### src/rtl/owt_mcst_frame_rx.sv
// One-wire Manchester frame receiver.
// Oversamples the line, recovers half-bit timing from edges, and decodes:
// sync head, sync tail, command, short/long data, CRC-8 and end tail.
// Each frame ends with a one-cycle o_rx_done pulse and a matching
// o_rx_err code. o_rx_err holds until the next done. Command, data and long
// flag update only on an error-free frame.
module owt_mcst_frame_rx #(
    parameter int               HALF_CYC  = 8,
    parameter int               SYNC_NUM  = 12,
    parameter int               CMD_W     = 8,
    parameter int               DATA_W    = 16,
    parameter int               LDATA_W   = 24,
    parameter logic [CMD_W-2:0] LONG_ADDR = 7'h1f,
    parameter logic [7:0]       CRC_POLY  = 8'h07
) (
    input  logic               i_clk,
    input  logic               i_rst_n,
    input  logic               i_owt_rx,
    input  logic               i_rx_en,
    output logic               o_busy,
    output logic               o_rx_done,
    output logic [2:0]         o_rx_err,
    output logic               o_rx_long,
    output logic [CMD_W-1:0]   o_rx_cmd,
    output logic [LDATA_W-1:0] o_rx_data,
    output logic [7:0]         o_rx_crc
);

    localparam int PH_W  = $clog2(HALF_CYC);
    localparam int MAX_A = (SYNC_NUM > LDATA_W) ? SYNC_NUM : LDATA_W;
    localparam int MAXN  = (MAX_A > CMD_W) ? MAX_A : CMD_W;
    localparam int CNT_W = $clog2(MAXN + 1);

    typedef enum logic [3:0] {
        S_IDLE, S_HEAD, S_TAIL, S_CMD, S_DATA, S_LDATA, S_CRC, S_ETAIL, S_DONE
    } state_t;

    // Sampler
    logic [1:0]      sync_q;
    logic            prev_q;
    logic [PH_W-1:0] phase_q;
    logic            lvl, edge_det, strobe;

    // Frame state
    state_t               state_q, state_d;
    logic [CNT_W-1:0]     cnt_q, cnt_d;
    logic                 half_q, half_d;
    logic                 first_q, first_d;
    logic [3:0]           sh4_q, sh4_d;
    logic [CMD_W-1:0]     cmd_q, cmd_d;
    logic [LDATA_W-1:0]   data_q, data_d;
    logic [7:0]           crc_q, crc_d;
    logic [7:0]           rcrc_q, rcrc_d;
    logic                 long_q, long_d;
    logic                 crc_bad_q, crc_bad_d;
    logic [2:0]           err_q, err_d;
    logic [CMD_W-1:0]     ocmd_q, ocmd_d;
    logic [LDATA_W-1:0]   odata_q, odata_d;
    logic                 olong_q, olong_d;
    logic [7:0]           ocrc_q, ocrc_d;

    // Decode helpers
    logic                 pair_valid, viol, cmd_long;
    logic [3:0]           pat;
    logic [CMD_W-1:0]     new_cmd;
    logic [LDATA_W-1:0]   new_data;
    logic [7:0]           new_rcrc;

    function automatic logic [7:0] crc_step(input logic [7:0] c, input logic b);
        crc_step = {c[6:0], 1'b0} ^ ((c[7] ^ b) ? CRC_POLY : 8'h00);
    endfunction

    assign lvl        = sync_q[1];
    assign edge_det   = lvl ^ prev_q;
    assign strobe     = (phase_q == PH_W'(HALF_CYC / 2));
    assign pair_valid = strobe & half_q;
    assign viol       = (first_q == lvl);
    assign pat        = {sh4_q[2:0], lvl};
    assign new_cmd    = {cmd_q[CMD_W-2:0], lvl};
    assign new_data   = {data_q[LDATA_W-2:0], lvl};
    assign new_rcrc   = {rcrc_q[6:0], lvl};
    assign cmd_long   = ~new_cmd[CMD_W-1] && (new_cmd[CMD_W-2:0] == LONG_ADDR);

    // Synchronise the line, detect edges and run the half-bit phase counter
    always_ff @(posedge i_clk or negedge i_rst_n) begin
        if (!i_rst_n) begin
            sync_q  <= '0;
            prev_q  <= 1'b0;
            phase_q <= '0;
        end else begin
            sync_q <= {sync_q[0], i_owt_rx};
            prev_q <= sync_q[1];
            if (edge_det || (phase_q == PH_W'(HALF_CYC - 1))) begin
                phase_q <= '0;
            end else begin
                phase_q <= phase_q + PH_W'(1);
            end
        end
    end

    // Frame FSM and datapath registers
    always_ff @(posedge i_clk or negedge i_rst_n) begin
        if (!i_rst_n) begin
            state_q   <= S_IDLE;
            cnt_q     <= '0;
            half_q    <= 1'b0;
            first_q   <= 1'b0;
            sh4_q     <= '0;
            cmd_q     <= '0;
            data_q    <= '0;
            crc_q     <= '0;
            rcrc_q    <= '0;
            long_q    <= 1'b0;
            crc_bad_q <= 1'b0;
            err_q     <= '0;
            ocmd_q    <= '0;
            odata_q   <= '0;
            olong_q   <= 1'b0;
            ocrc_q    <= '0;
        end else begin
            state_q   <= state_d;
            cnt_q     <= cnt_d;
            half_q    <= half_d;
            first_q   <= first_d;
            sh4_q     <= sh4_d;
            cmd_q     <= cmd_d;
            data_q    <= data_d;
            crc_q     <= crc_d;
            rcrc_q    <= rcrc_d;
            long_q    <= long_d;
            crc_bad_q <= crc_bad_d;
            err_q     <= err_d;
            ocmd_q    <= ocmd_d;
            odata_q   <= odata_d;
            olong_q   <= olong_d;
            ocrc_q    <= ocrc_d;
        end
    end

    // Next-state logic; a violation is tested before any count-complete move
    always_comb begin
        state_d   = state_q;
        cnt_d     = cnt_q;
        half_d    = half_q;
        first_d   = first_q;
        sh4_d     = sh4_q;
        cmd_d     = cmd_q;
        data_d    = data_q;
        crc_d     = crc_q;
        rcrc_d    = rcrc_q;
        long_d    = long_q;
        crc_bad_d = crc_bad_q;
        err_d     = err_q;
        ocmd_d    = ocmd_q;
        odata_d   = odata_q;
        olong_d   = olong_q;
        ocrc_d    = ocrc_q;

        // Pair tracking: first half stored, second half completes a symbol
        if (strobe) begin
            if (half_q) begin
                half_d = 1'b0;
            end else begin
                half_d  = 1'b1;
                first_d = lvl;
            end
        end

        unique case (state_q)
            S_IDLE: begin
                half_d = 1'b0;
                if (strobe) begin
                    first_d = lvl;
                    if (first_q && !lvl) begin
                        state_d = S_HEAD;
                        cnt_d   = CNT_W'(1);
                    end
                end
            end
            S_HEAD: begin
                if (pair_valid) begin
                    if (viol || lvl) begin
                        state_d = S_DONE;
                        err_d   = 3'd1;
                    end else if (cnt_q == CNT_W'(SYNC_NUM - 1)) begin
                        state_d = S_TAIL;
                        cnt_d   = '0;
                    end else begin
                        cnt_d = cnt_q + CNT_W'(1);
                    end
                end
            end
            S_TAIL: begin
                if (strobe) begin
                    sh4_d = pat;
                    cnt_d = cnt_q + CNT_W'(1);
                    if (cnt_q == CNT_W'(3)) begin
                        if (pat == 4'b1100) begin
                            state_d = S_CMD;
                            cnt_d   = '0;
                            half_d  = 1'b0;
                            cmd_d   = '0;
                            data_d  = '0;
                            crc_d   = 8'h00;
                        end else begin
                            state_d = S_DONE;
                            err_d   = 3'd1;
                        end
                    end
                end
            end
            S_CMD: begin
                if (pair_valid) begin
                    if (viol) begin
                        state_d = S_DONE;
                        err_d   = 3'd2;
                    end else begin
                        cmd_d = new_cmd;
                        crc_d = crc_step(crc_q, lvl);
                        cnt_d = cnt_q + CNT_W'(1);
                        if (cnt_q == CNT_W'(CMD_W - 1)) begin
                            cnt_d   = '0;
                            long_d  = cmd_long;
                            state_d = cmd_long ? S_LDATA : S_DATA;
                        end
                    end
                end
            end
            S_DATA, S_LDATA: begin
                if (pair_valid) begin
                    if (viol) begin
                        state_d = S_DONE;
                        err_d   = 3'd2;
                    end else begin
                        data_d = new_data;
                        crc_d  = crc_step(crc_q, lvl);
                        cnt_d  = cnt_q + CNT_W'(1);
                        if (cnt_q == ((state_q == S_LDATA) ? CNT_W'(LDATA_W - 1)
                                                           : CNT_W'(DATA_W - 1))) begin
                            state_d = S_CRC;
                            cnt_d   = '0;
                            rcrc_d  = 8'h00;
                        end
                    end
                end
            end
            S_CRC: begin
                if (pair_valid) begin
                    if (viol) begin
                        state_d = S_DONE;
                        err_d   = 3'd2;
                    end else begin
                        rcrc_d = new_rcrc;
                        cnt_d  = cnt_q + CNT_W'(1);
                        if (cnt_q == CNT_W'(7)) begin
                            crc_bad_d = (new_rcrc != crc_q);
                            ocrc_d    = new_rcrc;
                            state_d   = S_ETAIL;
                            cnt_d     = '0;
                        end
                    end
                end
            end
            S_ETAIL: begin
                if (strobe) begin
                    sh4_d = pat;
                    cnt_d = cnt_q + CNT_W'(1);
                    if (cnt_q == CNT_W'(3)) begin
                        state_d = S_DONE;
                        if (pat != 4'b1100) begin
                            err_d = 3'd4;
                        end else if (crc_bad_q) begin
                            err_d = 3'd3;
                        end else begin
                            err_d   = 3'd0;
                            ocmd_d  = cmd_q;
                            odata_d = data_q;
                            olong_d = long_q;
                        end
                    end
                end
            end
            S_DONE: begin
                state_d = S_IDLE;
                first_d = 1'b0;
                half_d  = 1'b0;
            end
            default: state_d = S_IDLE;
        endcase

        // Disabled receiver drops any frame silently; reported values hold
        if (!i_rx_en) begin
            state_d = S_IDLE;
            first_d = 1'b0;
            half_d  = 1'b0;
            err_d   = err_q;
            ocmd_d  = ocmd_q;
            odata_d = odata_q;
            olong_d = olong_q;
            ocrc_d  = ocrc_q;
        end
    end

    assign o_busy    = (state_q != S_IDLE);
    assign o_rx_done = (state_q == S_DONE);
    assign o_rx_err  = err_q;
    assign o_rx_long = olong_q;
    assign o_rx_cmd  = ocmd_q;
    assign o_rx_data = odata_q;
    assign o_rx_crc  = ocrc_q;

endmodule

### config.mk
export PLATFORM = sky130hd
export DESIGN_NAME = owt_mcst_frame_rx
export DESIGN_NICKNAME = d
export VERILOG_FILES = /design/src/rtl/owt_mcst_frame_rx.sv
export SDC_FILE = /design/constraint.sdc
export NUM_CORES = 1
export LEC_CHECK = 0
export CAP_MARGIN = 20
export CORE_MARGIN = 2
export CORE_UTILIZATION = 52
export DETAILED_ROUTE_END_ITERATION = 6
export GPL_TIMING_DRIVEN = 0
export HOLD_SLACK_MARGIN = 0.02
export PLACE_DENSITY = 0.76
export SYNTH_ARGS = -nofsm -noshare
export SYNTH_HDL_FRONTEND = slang
export SYNTH_SLANG_ARGS = --single-unit
export TNS_END_PERCENT = 20
### constraint.sdc
create_clock -name i_clk -period 2.82 [get_ports i_clk]
set_input_delay 0.564 -clock i_clk [delete_from_list [all_inputs] [get_ports i_clk]]
set_output_delay 0.564 -clock i_clk [all_outputs]
set_load 0.1 [all_outputs]
==> flow_metrics.tcl, run 1 <==
set metrics [dict create \
    status "completed" \
    cts-root-buf "clkbuf_8" \
    end_kind "flip-flop" \
    period_minus_slack_ns 2.76 \
    drt-total-wl_mm 11.7 \
    via_per_inst 5.72 \
    numCtsBuffers 17 \
    fmax_ghz 0.362 \
    nFillCells 750 \
    num_vias 4008 \
    pwr_density_cell_nw_per_um2 570 \
    hold_viol 0 \
    reg2regPathDepth 7 \
    wl_per_cell_um 16.6 \
    drtPass1Iterations 5 \
    yosysTopAreaCell "dfrtp_1" \
    slowest_stage "or4b_4" \
    cp.required_ns 3.22 \
    post-dp-hpwl_mm 7.84 \
    yosysSeqAreaShare_pct 53.4 \
    post-place-cells 669 \
    clockBufferDepth 2 \
    worstMarginPinSlew_ns 0.979 \
    globalplace.congestion 0.988 \
    synth-edff-count 0 \
    fin_nets 565 \
    critical_path_class "flip-flop to flip-flop" \
    syn-mean-instance-area_sq_um 10.9 \
    finalSetupTns_ns 0 \
    num_rows 36 \
    finalClockSkew_ns 0.0121 \
    slowest_delay_ns 0.54 \
    leakage_nw 3.03 \
    grt_max_degree 58 \
    crit_path_start_kind "flip-flop" \
    async_flop_share_pct 100 \
    numPortBuffers 49 \
    die_w_um 105 \
    vdd_ir_drop_max_mv 0.537 \
    rsz0062_at_grt "true" \
    cts.sinks 113 \
    track_usage_pct 22.7 \
    timing.final.crit_share_pct 98.0 \
    multi_input_area_sq_um 2360 \
    antenna_found_initial 0 \
    antenna_cells 0 \
    synth_ff_type "dfrtp_1" \
    yosysUniqueCellTypes 54 \
    relSlewSlack_pct 34.5 \
    seqCellArea_sq_um 2830 \
    worstPathArrival_ns 3.16 \
    synth_fp_nets 496 \
    yosys_warnings 0 \
    dr.first_iter.drc_count 285 \
    path_max_fanout 10 \
    start_util_pct 53.9 \
    cap_violations 0 \
    coreArea_sq_um 9820 \
    ant_nets 0 \
    dieHeight_um 105 \
    crit_chain "ha_4 > or4b_4 > or3_4 > or4b_4 > buf_6 > buf_12 > mux2_4" \
    fin_cells 701 \
    p_total_mw 3.78 \
    crit_path_frequent_cell "or4b_4" \
    setup_viol 0 \
    synth_area_sq_um 5290 \
    dieArea_sq_um 11000 \
    synth_seq_cells 113 \
    overflow 0 \
    area_delta_synth_final_pct 25.4 \
    clk_latency_ns 0.52 \
    h-tree-depth 4 \
    io_pins 50 \
    synth_area_leaders "dfrtp_1 53%, mux2_4 8.5%, nand2_1 6.4%" \
    drive_gt1_share_pct 20.1 \
    grt_pass1_wl_mm 19.8 \
    slew_violations 0 \
    clk_transition_reported_paths_ns 0.06 \
    synthCells 486 \
    cts_tree "built" \
    netlist.area_leader.share_pct 53.4 \
    drc 0 \
    grt_pass1_vias 3998 \
    min_path_type "input port to asynchronous set/reset pin" \
]
what timing repair did:
item	in CTS	in global routing
setup buffers	0	1
hold buffers	0	0
pin swaps	0	2
endpoints found under the setup margin	71	83
resized for setup	26	19
cell type report:
cell class | instances | area share, %
multi-input combinational | 340 | 35.6
buffer | 24 | 2.45
clock inverter | 10 | 1.66
clock buffer | 22 | 6.83
tap | 133 | 2.51
inverter | 8 | 0.453
sequential | 113 | 42.6
timing repair buffer | 51 | 7.88
worst max-delay path, delay by kind of cell, from the launching register on:
kind	cells	cell delay (ns)
muxes	1	0.30
DFF	1	0.40
and+or+nand+nor	3	1.42
buffers and inverters	2	0.32
adders and majority gates	1	0.19
worst paths after layout:
check	from	endpoint	slack (ns)
setup reg to reg	cnt_q[0]	o_rx_data[6]	0.06
hold / removal	i_rst_n	o_rx_cmd[6]	0.11
max in group asynchronous	i_rst_n	cnt_q[0]	1.97
setup / recovery	cnt_q[0]	o_rx_data[6]	0.06
min in group i_clk	sync_q[0]	sync_q[1]	0.36
hold reg to reg	sync_q[0]	sync_q[1]	0.36
flip-flops by register name, indices dropped and copies added, names as in the netlist:
name / count
cnt_q: 5
crc_bad_q: 1
sh4_q: 3
long_q: 1
o_rx_data: 24
state_q: 4
o_rx_crc: 8
sync_q: 2
rcrc_q: 7
crc_q: 8
o_rx_err: 3
half_q: 1
o_rx_cmd: 8
prev_q: 1
phase_q: 3
first_q: 1
cmd_q: 8
data_q: 24
o_rx_long: 1
cell usage in the layout (no fill, tap or decap), types with 4 or more instances in the layout:
cell type,n
dfrtp_1,112
mux2_2,17
inv_1,8
nand2b_1,7
o31ai_1,7
a22o_1,8
clkbuf_16,16
nor2_1,24
xor2_1,5
clkdlybuf4s50_1,46
xnor2_1,8
a21oi_1,13
nor2b_1,5
clkbuf_1,13
nand4_1,5
mux2_4,30
o21ai_0,44
nor3_1,7
ha_1,4
clkinv_2,5
nand3_1,16
clkbuf_2,5
nand2_1,88
kinds of logic (layout without fill, tap and decap cells):
group	count (synthesis)	in the layout	synth area share [%]
AND/OR/NAND/NOR	177	177	15.8
multiplexers	50	50	12.7
buffers and inverters	33	115	3.43
AO/OA/AOI/OAI	94	94	11.0
flip-flops	113	113	53.4
XOR/XNOR	13	13	2.15
adder cells (fa/ha/maj)	6	6	1.42
routing by layer:
metal | part of all wire [%] | track usage [%] | up-vias | routed length (um)
met1 | 44 | 29.2 | 2014 | 5180
met3 | 5.0 | 5.99 | 19 | 579
met4 | 1.5 | 8.38 | 0 | 174
li1 | - | - | 1850 | -
met5 | 0 | 0 | - | 0
met2 | 49 | 37.0 | 125 | 5740
synthesized netlist by cell type (2+ instances only):
cell,count
a211oi_1,2
mux2_2,17
mux2_4,30
o22ai_1,2
o21ai_0,44
a21oi_1,13
nand2_1,90
a221o_1,2
and2_1,3
nand2b_1,7
xnor2_1,8
or4b_4,2
nor4b_1,2
nand3b_1,2
nor3b_1,2
nor2b_1,6
dfrtp_1,113
clkbuf_1,19
a22o_1,8
nor2_1,24
or2b_1,2
nand4_1,5
xor2_1,5
nand3_1,16
a31oi_1,3
nor3_1,9
ha_1,6
o31ai_1,7
buf_12,3
inv_1,8
mux2i_1,3
power breakdown:
part	leakage [nW]	switching, mW	internal (mW)	total (mW)
sequential	1.57	0.0138	1.64	1.65
clock	0.278	0.735	1.30	2.03
combinational	1.19	0.0654	0.0348	0.100
total	3.03	0.814	2.97	3.78
metrics by stage:
stage                     area (sq um)  hold WS (ns)  utilization [%]  setup WS, ns
after floorplan                   5290         0.268                -         0.171
after global placement            5950         0.339             60.6         -2.99
after detailed placement          5970         0.347             60.8        -0.683
after CTS                         6590         0.126             67.1      -0.00479
after global routing              6630         0.156             67.6      -0.00545
final                             6630         0.107             67.6        0.0551
Note: power is estimated with default switching activity, not from simulation.
==> inputs of run 2 (changes only) <==
--- a/config.mk
+++ b/config.mk
@@ -12,6 +12,7 @@
 export GPL_TIMING_DRIVEN = 0
 export HOLD_SLACK_MARGIN = 0.02
 export PLACE_DENSITY = 0.76
+export SETUP_SLACK_MARGIN = 0.3
 export SYNTH_ARGS = -nofsm -noshare
 export SYNTH_HDL_FRONTEND = slang
 export SYNTH_SLANG_ARGS = --single-unit
==> flow_metrics.tcl, run 2 (synthesis gave the netlist of run 1 again) <==
set metrics [dict create \
    status "completed" \
    leakage_nw 3.16 \
    clk_transition_reported_paths_ns 0.06 \
    hold_viol 0 \
    overflow 0 \
    cap_violations 0 \
    via_per_inst 5.59 \
    num_vias 3977 \
    area_delta_synth_final_pct 29.5 \
    fin_nets 577 \
    gr-usage-met2_pct 35.3 \
    num_rows 36 \
    drive_gt1_share_pct 23.0 \
    cts.sinks 113 \
    pwr_density_cell_nw_per_um2 579 \
    die_w_um 105 \
    clk_latency_ns 0.52 \
    critical_path_class "flip-flop to flip-flop" \
    path_max_fanout 10 \
    ant_nets 0 \
    pre_cts_slack_ns -0.712 \
    worst_slack_ns 0.130 \
    rsz0062_at_grt "true" \
    relSlewSlack_pct 33.5 \
    fin_area_sq_um 6850 \
    finalClockSkew_ns 0.00890 \
    grt_max_degree 74 \
    numPortBuffers 49 \
    grt_pass1_wl_mm 19.5 \
    drc 0 \
    post-dp-hpwl_mm 7.72 \
    setup_viol 0 \
    cts-root-buf "clkbuf_8" \
    worstPathArrival_ns 3.09 \
    coreArea_sq_um 9820 \
    cp.required_ns 3.22 \
    worstMarginPinSlew_ns 0.995 \
    drtPass1Iterations 5 \
    io_pins 50 \
    period_minus_slack_ns 2.69 \
    met3_usage_pct 5.18 \
    final_common_cell "dfrtp_1" \
    h-tree-depth 4 \
    grt_pass1_vias 3949 \
    post_dp_cell_area_sq_um 5990 \
    antenna_found_initial 0 \
    slew_violations 0 \
    crit_path_start_kind "flip-flop" \
    timing.final.crit_share_pct 95.4 \
    wl_per_cell_um 16.3 \
    busiest_layer "met2" \
    finalSetupTns_ns 0 \
    globalplace.congestion 0.971 \
    end_kind "flip-flop" \
    antenna_cells 0 \
    fmax_ghz 0.372 \
    whs_ns 0.0284 \
    dieArea_sq_um 11000 \
    dr.first_iter.drc_count 294 \
    grt_use_met1_pct 30.0 \
    cts_tree "built" \
    track_usage_pct 22.5 \
    vdd_ir_drop_max_mv 0.619 \
    drt-total-wl_mm 11.6 \
    clockBufferDepth 2 \
    start_util_pct 53.9 \
    holdBufCountCts 0 \
    numCtsBuffers 17 \
    min_path_type "input port to asynchronous set/reset pin" \
    dieHeight_um 105 \
    final_cell_mix "112 x dfrtp_1, 88 x nand2_1, 46 x clkdlybuf4s50_1" \
]
run 2: where the power goes:
part	internal, mW	switching, mW
sequential	1.64	0.0129
clock	1.47	0.727
combinational	0.0471	0.0729
run 2: per-layer routing:
layer  up-vias  part of all wire [%]
met3        17                   4.8
met4         0                   1.8
met1      1973                    45
li1       1875                     -
met2       112                    49
met5         -                     0
run 2: final cells by class:
cell class | instances | area, sq um
multi-input cells | 340 | 2380
fillers | 746 | 2970
repair buffers | 62 | 613
plain buffers | 25 | 229
clock inverters | 11 | 161
inverters | 8 | 30.0
well taps | 133 | 166
flip-flops and latches | 113 | 2830
clock buffers | 20 | 445
run 2: through the flow:
| step | utilization (%) | instances | total power, mW |
|---|---|---|---|
| finish | 69.8 | 712 | 3.97 |
| global route | 69.8 | 712 | 4.09 |
| CTS | 68.7 | 706 | 3.99 |
| detailed placement | 61.0 | 669 | 1.78 |
| global placement | 60.7 | 668 | 1.77 |
| floorplan | - | 486 | 1.72 |
run 2: final timing paths:
kind                            from     endpoint  slack, ns  cells after the start
setup / recovery            cnt_q[2]  o_rx_cmd[3]       0.13                      7
hold / removal               i_rst_n  o_rx_cmd[0]       0.03                      1
setup reg to reg            cnt_q[2]  o_rx_cmd[3]       0.13                      7
hold reg to reg            sync_q[0]    sync_q[1]       0.35                      0
max in group asynchronous    i_rst_n     cnt_q[4]       2.06                      2
min in group i_clk         sync_q[0]    sync_q[1]       0.35                      0
run 2: critical path, stage by stage, from the launching register on:
cell and delay [ns]:
dfrtp_1 0.38, buf_6 0.14, or4b_4 0.53, or3_4 0.35, or4b_4 0.55, buf_8 0.16
buf_12 0.15, mux2_4 0.30
run 2: what timing repair did:
item	in CTS	in global routing
pin swaps	6	4
buffers inserted	6	6
hold endpoints to repair	0	0
gates cloned	0	0
resized for setup	46	37
setup endpoints to repair	146	137
